**src/rtl/mspu_pkg.sv**
```systemverilog
// Shared definitions for the MSPU memory subsystem: host-write arbiter states and the UART
// store address that never occupies the data memory write port.
package mspu_pkg;

  typedef enum logic [1:0] {
    ARB_IDLE,
    ARB_DRAIN,
    ARB_FORCE
  } arb_state_t;

  localparam logic [31:0] UART_ADDR = 32'h1000_0000;

endpackage

```
**src/rtl/sync_fifo.sv**
```systemverilog
// Small synchronous ring-buffer FIFO with a show-ahead head entry. Pointers carry an extra wrap
// bit so that full and empty can be told apart without a separate flag.
module sync_fifo #(
  parameter int unsigned WIDTH = 8,
  parameter int unsigned LOG2  = 2
) (
  input  logic             clk,
  input  logic             reset,
  input  logic             push,
  input  logic [WIDTH-1:0] wdata,
  input  logic             pop,
  output logic [WIDTH-1:0] rdata,
  output logic             full,
  output logic             empty,
  output logic [LOG2:0]    count
);

  localparam logic [LOG2:0] PTR_ONE = 1;

  logic [WIDTH-1:0] mem [2**LOG2];
  logic [LOG2:0]    wptr_q, rptr_q;
  logic             do_push, do_pop;

  assign empty   = (wptr_q == rptr_q);
  assign full    = (wptr_q[LOG2] != rptr_q[LOG2]) &&
                   (wptr_q[LOG2-1:0] == rptr_q[LOG2-1:0]);
  assign count   = wptr_q - rptr_q;
  assign do_push = push & ~full;
  assign do_pop  = pop & ~empty;
  assign rdata   = mem[rptr_q[LOG2-1:0]];

  always_ff @(posedge clk or negedge reset) begin
    if (!reset) begin
      wptr_q <= '0;
      rptr_q <= '0;
    end else begin
      if (do_push) wptr_q <= wptr_q + PTR_ONE;
      if (do_pop)  rptr_q <= rptr_q + PTR_ONE;
    end
  end

  // Storage is not reset; stale contents are unreachable once the pointers clear.
  always_ff @(posedge clk) begin
    if (do_push) mem[wptr_q[LOG2-1:0]] <= wdata;
  end

endmodule

```
**src/rtl/dmem_host_write_arbiter.sv**
```systemverilog
// Shares the data memory secondary write port between core stores and buffered host writes,
// forcing a core stall when host writes have been starved for too long.
module dmem_host_write_arbiter
  import mspu_pkg::*;
#(
  parameter int unsigned DEPTH     = 12,
  parameter int unsigned FIFO_LOG2 = 2,
  parameter int unsigned MAX_WAIT  = 8,
  parameter logic [31:0] UART_ADDR = mspu_pkg::UART_ADDR
) (
  input  logic                 clk,
  input  logic                 reset,
  input  logic                 run,
  input  logic                 core_we,
  input  logic [31:0]          core_addr,
  input  logic                 host_valid,
  output logic                 host_ready,
  input  logic [31:0]          host_addr,
  input  logic [31:0]          host_wdata,
  output logic                 mem_we_b,
  output logic [31:0]          mem_addr_b,
  output logic [31:0]          mem_din_b,
  output logic                 core_stall,
  output logic [FIFO_LOG2:0]   pending,
  output logic                 idle
);

  localparam int unsigned   AW        = DEPTH - 2;
  localparam int unsigned   EW        = AW + 32;
  localparam logic [7:0]    WAIT_LAST = 8'(MAX_WAIT - 1);
  localparam logic [FIFO_LOG2:0] ONE_ENTRY = 1;

  arb_state_t    state_q, state_d;
  logic [7:0]    wait_q, wait_d;
  logic          ready_q;
  logic          busy, grant, push, last_pop, head_valid;
  logic          full, empty;
  logic [EW-1:0] head;
  logic [AW-1:0] head_addr;
  logic          unused_host_addr;

  assign unused_host_addr = ^{host_addr[31:DEPTH], host_addr[1:0]};

  sync_fifo #(
    .WIDTH (EW),
    .LOG2  (FIFO_LOG2)
  ) u_fifo (
    .clk   (clk),
    .reset (reset),
    .push  (push),
    .wdata ({host_addr[DEPTH-1:2], host_wdata}),
    .pop   (grant),
    .rdata (head),
    .full  (full),
    .empty (empty),
    .count (pending)
  );

  // UART stores are decoded elsewhere and leave the memory write port free.
  assign busy       = run & core_we & (core_addr != UART_ADDR);
  assign head_valid = ~empty;
  assign grant      = head_valid & ~busy;

  // ready_q keeps host_ready low until the first clock edge after reset release.
  assign host_ready = ready_q & ~full;
  assign push       = host_valid & host_ready;
  assign last_pop   = grant & ~push & (pending == ONE_ENTRY);

  assign head_addr  = head[EW-1:32];
  assign mem_we_b   = grant;
  assign mem_addr_b = {{(32 - DEPTH){1'b0}}, head_addr, 2'b00};
  assign mem_din_b  = head[31:0];

  assign core_stall = (state_q == ARB_FORCE);
  assign idle       = empty & (state_q == ARB_IDLE);

  always_comb begin
    state_d = state_q;
    wait_d  = wait_q;
    unique case (state_q)
      ARB_IDLE: begin
        wait_d = '0;
        if (push) state_d = ARB_DRAIN;
      end
      ARB_DRAIN: begin
        if (grant) begin
          wait_d = '0;
          if (last_pop) state_d = ARB_IDLE;
        end else if (head_valid) begin
          if (wait_q == WAIT_LAST) state_d = ARB_FORCE;
          else                     wait_d  = wait_q + 8'd1;
        end
      end
      ARB_FORCE: begin
        if (grant) begin
          wait_d  = '0;
          state_d = last_pop ? ARB_IDLE : ARB_DRAIN;
        end
      end
      default: begin
        state_d = ARB_IDLE;
        wait_d  = '0;
      end
    endcase
  end

  always_ff @(posedge clk or negedge reset) begin
    if (!reset) begin
      state_q <= ARB_IDLE;
      wait_q  <= '0;
      ready_q <= 1'b0;
    end else begin
      state_q <= state_d;
      wait_q  <= wait_d;
      ready_q <= 1'b1;
    end
  end

endmodule

```
**config.mk**
```make
export PLATFORM = sky130hd
export DESIGN_NAME = dmem_host_write_arbiter
export DESIGN_NICKNAME = d
export VERILOG_FILES = /design/src/rtl/mspu_pkg.sv /design/src/rtl/sync_fifo.sv /design/src/rtl/dmem_host_write_arbiter.sv
export SDC_FILE = /design/constraint.sdc
export NUM_CORES = 1
export LEC_CHECK = 0
export CAP_MARGIN = 5
export CORE_AREA = 2 2 123 125
export CTS_BUF_LIST = sky130_fd_sc_hd__clkbuf_2 sky130_fd_sc_hd__clkbuf_4 sky130_fd_sc_hd__clkbuf_8
export DETAILED_ROUTE_END_ITERATION = 8
export DIE_AREA = 0 0 125 127
export HOLD_SLACK_MARGIN = 0.03
export MAX_ROUTING_LAYER = met4
export PLACE_DENSITY = 0.92
export SLEW_MARGIN = 25
export SYNTH_ARGS = -nofsm -noshare
export SYNTH_HDL_FRONTEND = slang
export SYNTH_SLANG_ARGS = --single-unit
```
**constraint.sdc**
```tcl
create_clock -name clk -period 4.3 [get_ports clk]
set_input_delay 0.86 -clock clk [delete_from_list [all_inputs] [get_ports clk]]
set_output_delay 0.86 -clock clk [all_outputs]
set_load 0.02 [all_outputs]
```
==> results of run 1 <==
==> stage by stage <==
step	area (um2)	power, mW	hold slack [ns]	worst slack [ns]
after floorplan	7520	3.75	0.472	1.29
after global placement	8900	4.62	0.488	0.577
after detailed placement	8900	4.67	0.507	0.531
after CTS	9290	5.79	0.522	0.479
after global routing	9290	6.01	0.555	0.386
final	9290	5.72	0.517	0.529
==> report_power, final <==
| group | leakage [nW] | internal [mW] | switching [mW] |
|---|---|---|---|
| Clock | 0.185 | 0.524 | 0.587 |
| Combinational | 1.19 | 1.11 | 1.13 |
| Sequential | 1.74 | 2.21 | 0.159 |
| Total | 3.11 | 3.85 | 1.87 |
==> kinds of logic after synthesis <==
kind of cell	after synthesis	synth area share
flip-flops	185	0.735
XOR/XNOR	6	0.00807
multiplexers	45	0.131
other	2	0.00101
buffers and inverters	45	0.0368
AND/OR/NAND/NOR	57	0.0427
AO/OA/AOI/OAI	28	0.0294
adder cells (fa/ha/maj)	9	0.0161
==> worst register-to-register path: stages, from the launching register on <==
cell     delay, ns
dfrtp_2       0.65
inv_1         0.09
ha_1          0.34
a31oi_1       0.58
and2_2        0.67
buf_4         0.34
==> cell type report <==
cell class              count  area [um2]
clock buffers              18         241
fillers                   973        5130
clock inverters            14         148
diodes                      1        2.50
repair buffers            138        1370
flip-flops and latches    185        5480
well taps                 184         230
inverters                  11        41.3
multi-input cells         168        1790
==> cell usage in the layout (no fill, tap or decap), drive strengths merged, types with 6 or more instances in the layout <==
cell             n
ha               8
clkbuf          18
buf             11
edfxtp         168
o21ai            6
nor2            13
mux4            42
nor4             8
inv             14
clkdlybuf4s50  127
nand2            9
dfrtp           17
conb            23
==> routing by layer <==
| layer | wire length [um] | vias up | global-route usage |
|---|---|---|---|
| met5 | 0 | - | - |
| met4 | 187 | 0 | 0.0614 |
| met3 | 910 | 15 | 0.0528 |
| met2 | 7440 | 159 | 0.327 |
| met1 | 5640 | 2029 | 0.235 |
| li1 | - | 1772 | - |
==> registers in the layout, summed over array words and instances, names as in the netlist <==
register and cells:
u_fifo.mem 168, wait_q 8, u_fifo.rptr_q 3, u_fifo.wptr_q 3, state_q 2, ready_q 1
==> final timing paths <==
check                      cells past startpoint  slack (ns)        startpoint               end
setup / recovery                               6        0.53     core_addr[16]          mem_we_b
hold / removal                                 1        0.52  u_fifo.rptr_q[2]  u_fifo.rptr_q[2]
setup reg to reg                               5        1.34  u_fifo.rptr_q[1]  u_fifo.mem[2][2]
hold reg to reg                                1        0.52  u_fifo.rptr_q[2]  u_fifo.rptr_q[2]
max in group asynchronous                      1        2.84             reset  u_fifo.rptr_q[0]
min in group asynchronous                      1        0.87             reset  u_fifo.wptr_q[1]
==> reports/metrics.csv, run 1 <==
metric,value,unit
sequential element share of the synthesized area,0.735,
fraction of layout cells with a size suffix above 1,0.189,
"area leader, netlist",edfxtp_1,
post-synth cell types,46,
final setup violation count,0,
Rel. slew slack,0.466,
Setup CP Type,input pin to output port,
actual slew at the worst max-slew pin,0.799,ns
WL/cell,19.7,um
Leakage,3.11,nW
routability cong.,0.864,
HP Class,register to register,
Synth top cells by count,"edfxtp_1, mux4_2, buf_4",
Slew Limit Fails,0,
starting density of the core,0.516,
Worst setup SP type,input pin,
Detailed Place HPWL,9690,um
final hold viol count,0,
grt ovf,0,
Worst path top cell family by delay,buffers and inverters,
num rows,44,
vias in the first global route,4360,
dominant cells by area after synthesis,"edfxtp_1, mux4_2, dfrtp_1",
drt initial violations,350,
IO Count,172,
die width,125,um
Detailed Routing Iterations Pass 1,4,
first-pass GRT wire length,23000,um
post-cts resize count,0,
hold_buf cts,0,
dpl cells,686,
Synth top area share,0.678,
port bufs,127,
crit path cell chain,"clkdlybuf4s50_1, nor4_1, and4_2, a21oi_2, nor2_1, clkdlybuf4s50_1",
Critical Path Sink Type,output port,
Skew-Pair Late Insertion Delay,0.45,ns
Post-synth EDFFs,168,
maximum VDD drop,0.415,mV
Detail Route Antenna Nets,0,
RSZ-0062 raised after global routing,no,
Required @ worst endpoint,3.44,ns
Syn-to-layout area delta,24.8,%
vias per cell,5.53,
CTS buffer count,17,
setup bufs post-CTS,0,
Synth Instances,377,
utilization after layout,0.644,
final non-filler cell total,719,
Vias,3975,
Max-cap violations,0,
H-tree depth,4,
die area,15900,um2
DIE HEIGHT,127,um
CTS root buf,clkbuf_8,
most frequent cell after synthesis,edfxtp_1,
final wirelength,14200,um
Tmin final,3.77,ns
Most common cell on crit path,clkdlybuf4s50_1,
CTS tree,built,
Pwr per Cell Area,616,nW/um2
crit-path max cell delay,0.66,ns
CP Buf/Inv Count,2,
Critical Path AT,2.91,ns
core area,14400,um2
largest net degree at the start of global routing,32,
YS warnings,0,
CP max FO,10,
syn avg cell area,19.8,um2
clk sinks,185,
post-synthesis instance area,7450,um2
#FFs+latches synth,185,
Nets,631,
fmax,0.265,GHz
Critical-path top delay cell,clkdlybuf4s50_1,
setup TNS,0,ns
DRC Markers,0,
final period utilization,0.877,
async set-reset flop share out of synthesis,0.0919,
"Reg clk slew, reported paths",0.08,ns
Post-synth top flop,edfxtp_1,
initial antenna violation count,1,
status,"finished, final reports clean",
clk_skew,0.00797,ns
CTS max path bufs,2,
Tot GR Track Use,0.195,
Power figures use the tool's default switching activity.
==> run 2: changes to the inputs <==
--- a/config.mk
+++ b/config.mk
@@ -10,9 +10,11 @@
 export CTS_BUF_LIST = sky130_fd_sc_hd__clkbuf_2 sky130_fd_sc_hd__clkbuf_4 sky130_fd_sc_hd__clkbuf_8
 export DETAILED_ROUTE_END_ITERATION = 8
 export DIE_AREA = 0 0 125 127
+export GPL_ROUTABILITY_DRIVEN = 0
 export HOLD_SLACK_MARGIN = 0.03
 export MAX_ROUTING_LAYER = met4
 export PLACE_DENSITY = 0.92
+export REMOVE_ABC_BUFFERS = 1
 export SLEW_MARGIN = 25
 export SYNTH_ARGS = -nofsm -noshare
 export SYNTH_HDL_FRONTEND = slang
==> run 2 against run 1 <==
  * Clock power rose by 9%
  * Critical endpoint unchanged
  * Core utilization rose by 0.34 points
  * Fmax barely moved
  * Clock skew fell by 0.0028 ns
  * Largest power group unchanged
==> reports/metrics.csv, run 2 (same netlist as run 1, synthesis figures left out) <==
metric,value,unit,change
Rel. slew slack,0.479,,+0.0130
Leakage,3.12,nW,+0.36%
Critical Path Sink Type,output port,,
metal2 WL,7130,um,-4.2%
Worst setup SP type,input pin,,
max reg flops,168,,unchanged
grt ovf,0,,unchanged
largest net degree at the start of global routing,46,,+44%
fraction of layout cells with a size suffix above 1,0.181,,-0.00835
Worst Hold Path EP,u_fifo.rptr_q[2],,
final setup violation count,0,,unchanged
top layer in use,met4,,
total power,5.82,mW,+1.7%
clk sinks,185,,unchanged
num rows,44,,unchanged
Vias,3971,,-0.10%
drt initial violations,242,,-31%
Tot GR Track Use,0.186,,-0.00888
fmax,0.265,GHz,about the same
Most common cell on crit path,clkdlybuf4s50_1,,
WL/cell,19.1,um,-2.9%
post-cts resize count,0,,unchanged
Detailed Routing Iterations Pass 1,5,,+1
final period utilization,0.877,,about the same
setup bufs post-CTS,0,,unchanged
crit-path max cell delay,0.64,ns,-0.02 ns
actual slew at the worst max-slew pin,0.779,ns,-0.0195 ns
core area,14400,um2,unchanged
n_diodes,0,,-1
most frequent cells in the layout,"edfxtp_1, clkdlybuf4s50_1, mux4_2",,
reg2reg start,u_fifo.rptr_q[0],,
crit path cell chain,"clkdlybuf4s50_1, nor4_1, and4_2, a21oi_2, nor2_1, clkdlybuf4s50_1",,
Setup CP Type,input pin to output port,,
Pwr per Cell Area,623,nW/um2,+1.2%
Reg-to-Reg End,u_fifo.mem[1][18],,
DIE HEIGHT,127,um,unchanged
DRC Markers,0,,unchanged
Max-cap violations,0,,unchanged
"Reg clk slew, reported paths",0.08,ns,about the same
CTS max path bufs,2,,unchanged
die area,15900,um2,unchanged
Detail Route Antenna Nets,0,,unchanged
Critical-path top delay cell,clkdlybuf4s50_1,,
first-pass GRT wire length,21700,um,-5.6%
flop2flop setup slack,1.34,ns,about the same
CTS root buf,clkbuf_8,,
dpl cells,683,,-0.44%
CTS buffer count,17,,unchanged
Nets,628,,-0.48%
RSZ-0062 raised after global routing,no,,
Skew-Pair Late Insertion Delay,0.45,ns,about the same
"most common cell after layout, fill and taps aside",edfxtp_1,,
CTS tree,built,,
clk_skew,0.00521,ns,-0.00276 ns
Tmin final,3.77,ns,-0.00145 ns
port bufs,127,,unchanged
WHS Path Cells,1,,unchanged
Critical Path AT,2.91,ns,about the same
starting density of the core,0.516,,unchanged
vias per cell,5.55,,+0.46%
CP max FO,10,,unchanged
die width,125,um,unchanged
Worst Min Path Start,u_fifo.rptr_q[2],,
R2R cell count,4,,-1
maximum VDD drop,0.780,mV,+88%
HP Class,register to register,,
Worst path top cell family by delay,buffers and inverters,,
vias in the first global route,4234,,-2.9%
CP Buf/Inv Count,2,,unchanged
Required @ worst endpoint,3.44,ns,about the same
IO Count,172,,unchanged
final non-filler cell total,715,,-0.56%
status,"finished, final reports clean",,
H-tree depth,4,,unchanged
final wirelength,13700,um,-3.4%
Detailed Place HPWL,9210,um,-4.9%
final hold viol count,0,,unchanged
hold_buf cts,0,,unchanged
initial antenna violation count,0,,-1
Syn-to-layout area delta,25.4,%,
setup TNS,0,ns,unchanged
routed wl met3,882,um,-3.1%
met1 WL,5360,um,-4.9%
Slew Limit Fails,0,,unchanged
## run 2: cell types whose count changed in the layout (fill, tap and decap cells not counted)
cell and delta:
clkinv_2 -1, diode_2 -1, buf_4 -6, clkinv_1 +2, clkinvlp_4 -1, bufinv_16 +2
clkinv_4 -1, clkbuf_4 +1, inv_6 -2, buf_12 +3
## run 2: cell type report
| cell class | instances | area [um2] |
|---|---|---|
| fillers | 960 | 5080 |
| inverters | 11 | 41.3 |
| clock inverters | 13 | 176 |
| well taps | 184 | 230 |
| clock buffers | 19 | 249 |
| flip-flops and latches | 185 | 5480 |
| repair buffers | 135 | 1380 |
| multi-input cells | 168 | 1790 |
## run 2: how the worst max path moves through the flow
stage	start	endpoint	slack, ns	cells after the start
5_1_grt	u_fifo.rptr_q[0]	mem_we_b	0.35	6
3_3_place_gp	core_addr[5]	mem_we_b	0.58	6
4_1_cts	u_fifo.rptr_q[0]	mem_addr_b[9]	0.47	3
2_1_floorplan	u_fifo.rptr_q[0]	u_fifo.mem[3][0]	0.02	3
3_5_place_dp	core_addr[17]	mem_we_b	0.51	6
6_report	core_addr[17]	mem_we_b	0.53	6
## run 2: layer usage
layer	track usage	up-vias
met1	0.220	1986
li1	-	1760
met4	0.0797	0
met3	0.0419	28
met2	0.312	197
met5	-	-
## run 2: power by group
part | switching, mW | internal (mW)
combinational | 1.13 | 1.12
clock | 0.564 | 0.641
sequential | 0.150 | 2.21
## run 2: worst register-to-register path: stages, from the launching register on
cell and delay [ns]:
dfrtp_4 0.80, ha_1 0.39, a31oi_1 0.55, and2_2 0.65
buf_12 0.27
## run 2: metrics by stage
stage / hold slack, ns / util / cell area, um2 / setup slack (ns)
after global placement: 0.494 / 0.618 / 8910 / 0.584
after CTS: 0.526 / 0.647 / 9340 / 0.465
final: 0.523 / 0.647 / 9340 / 0.530
after detailed placement: 0.511 / 0.618 / 8910 / 0.514
after floorplan: 0.472 / - / 7290 / 0.0220
after global routing: 0.541 / 0.647 / 9340 / 0.353
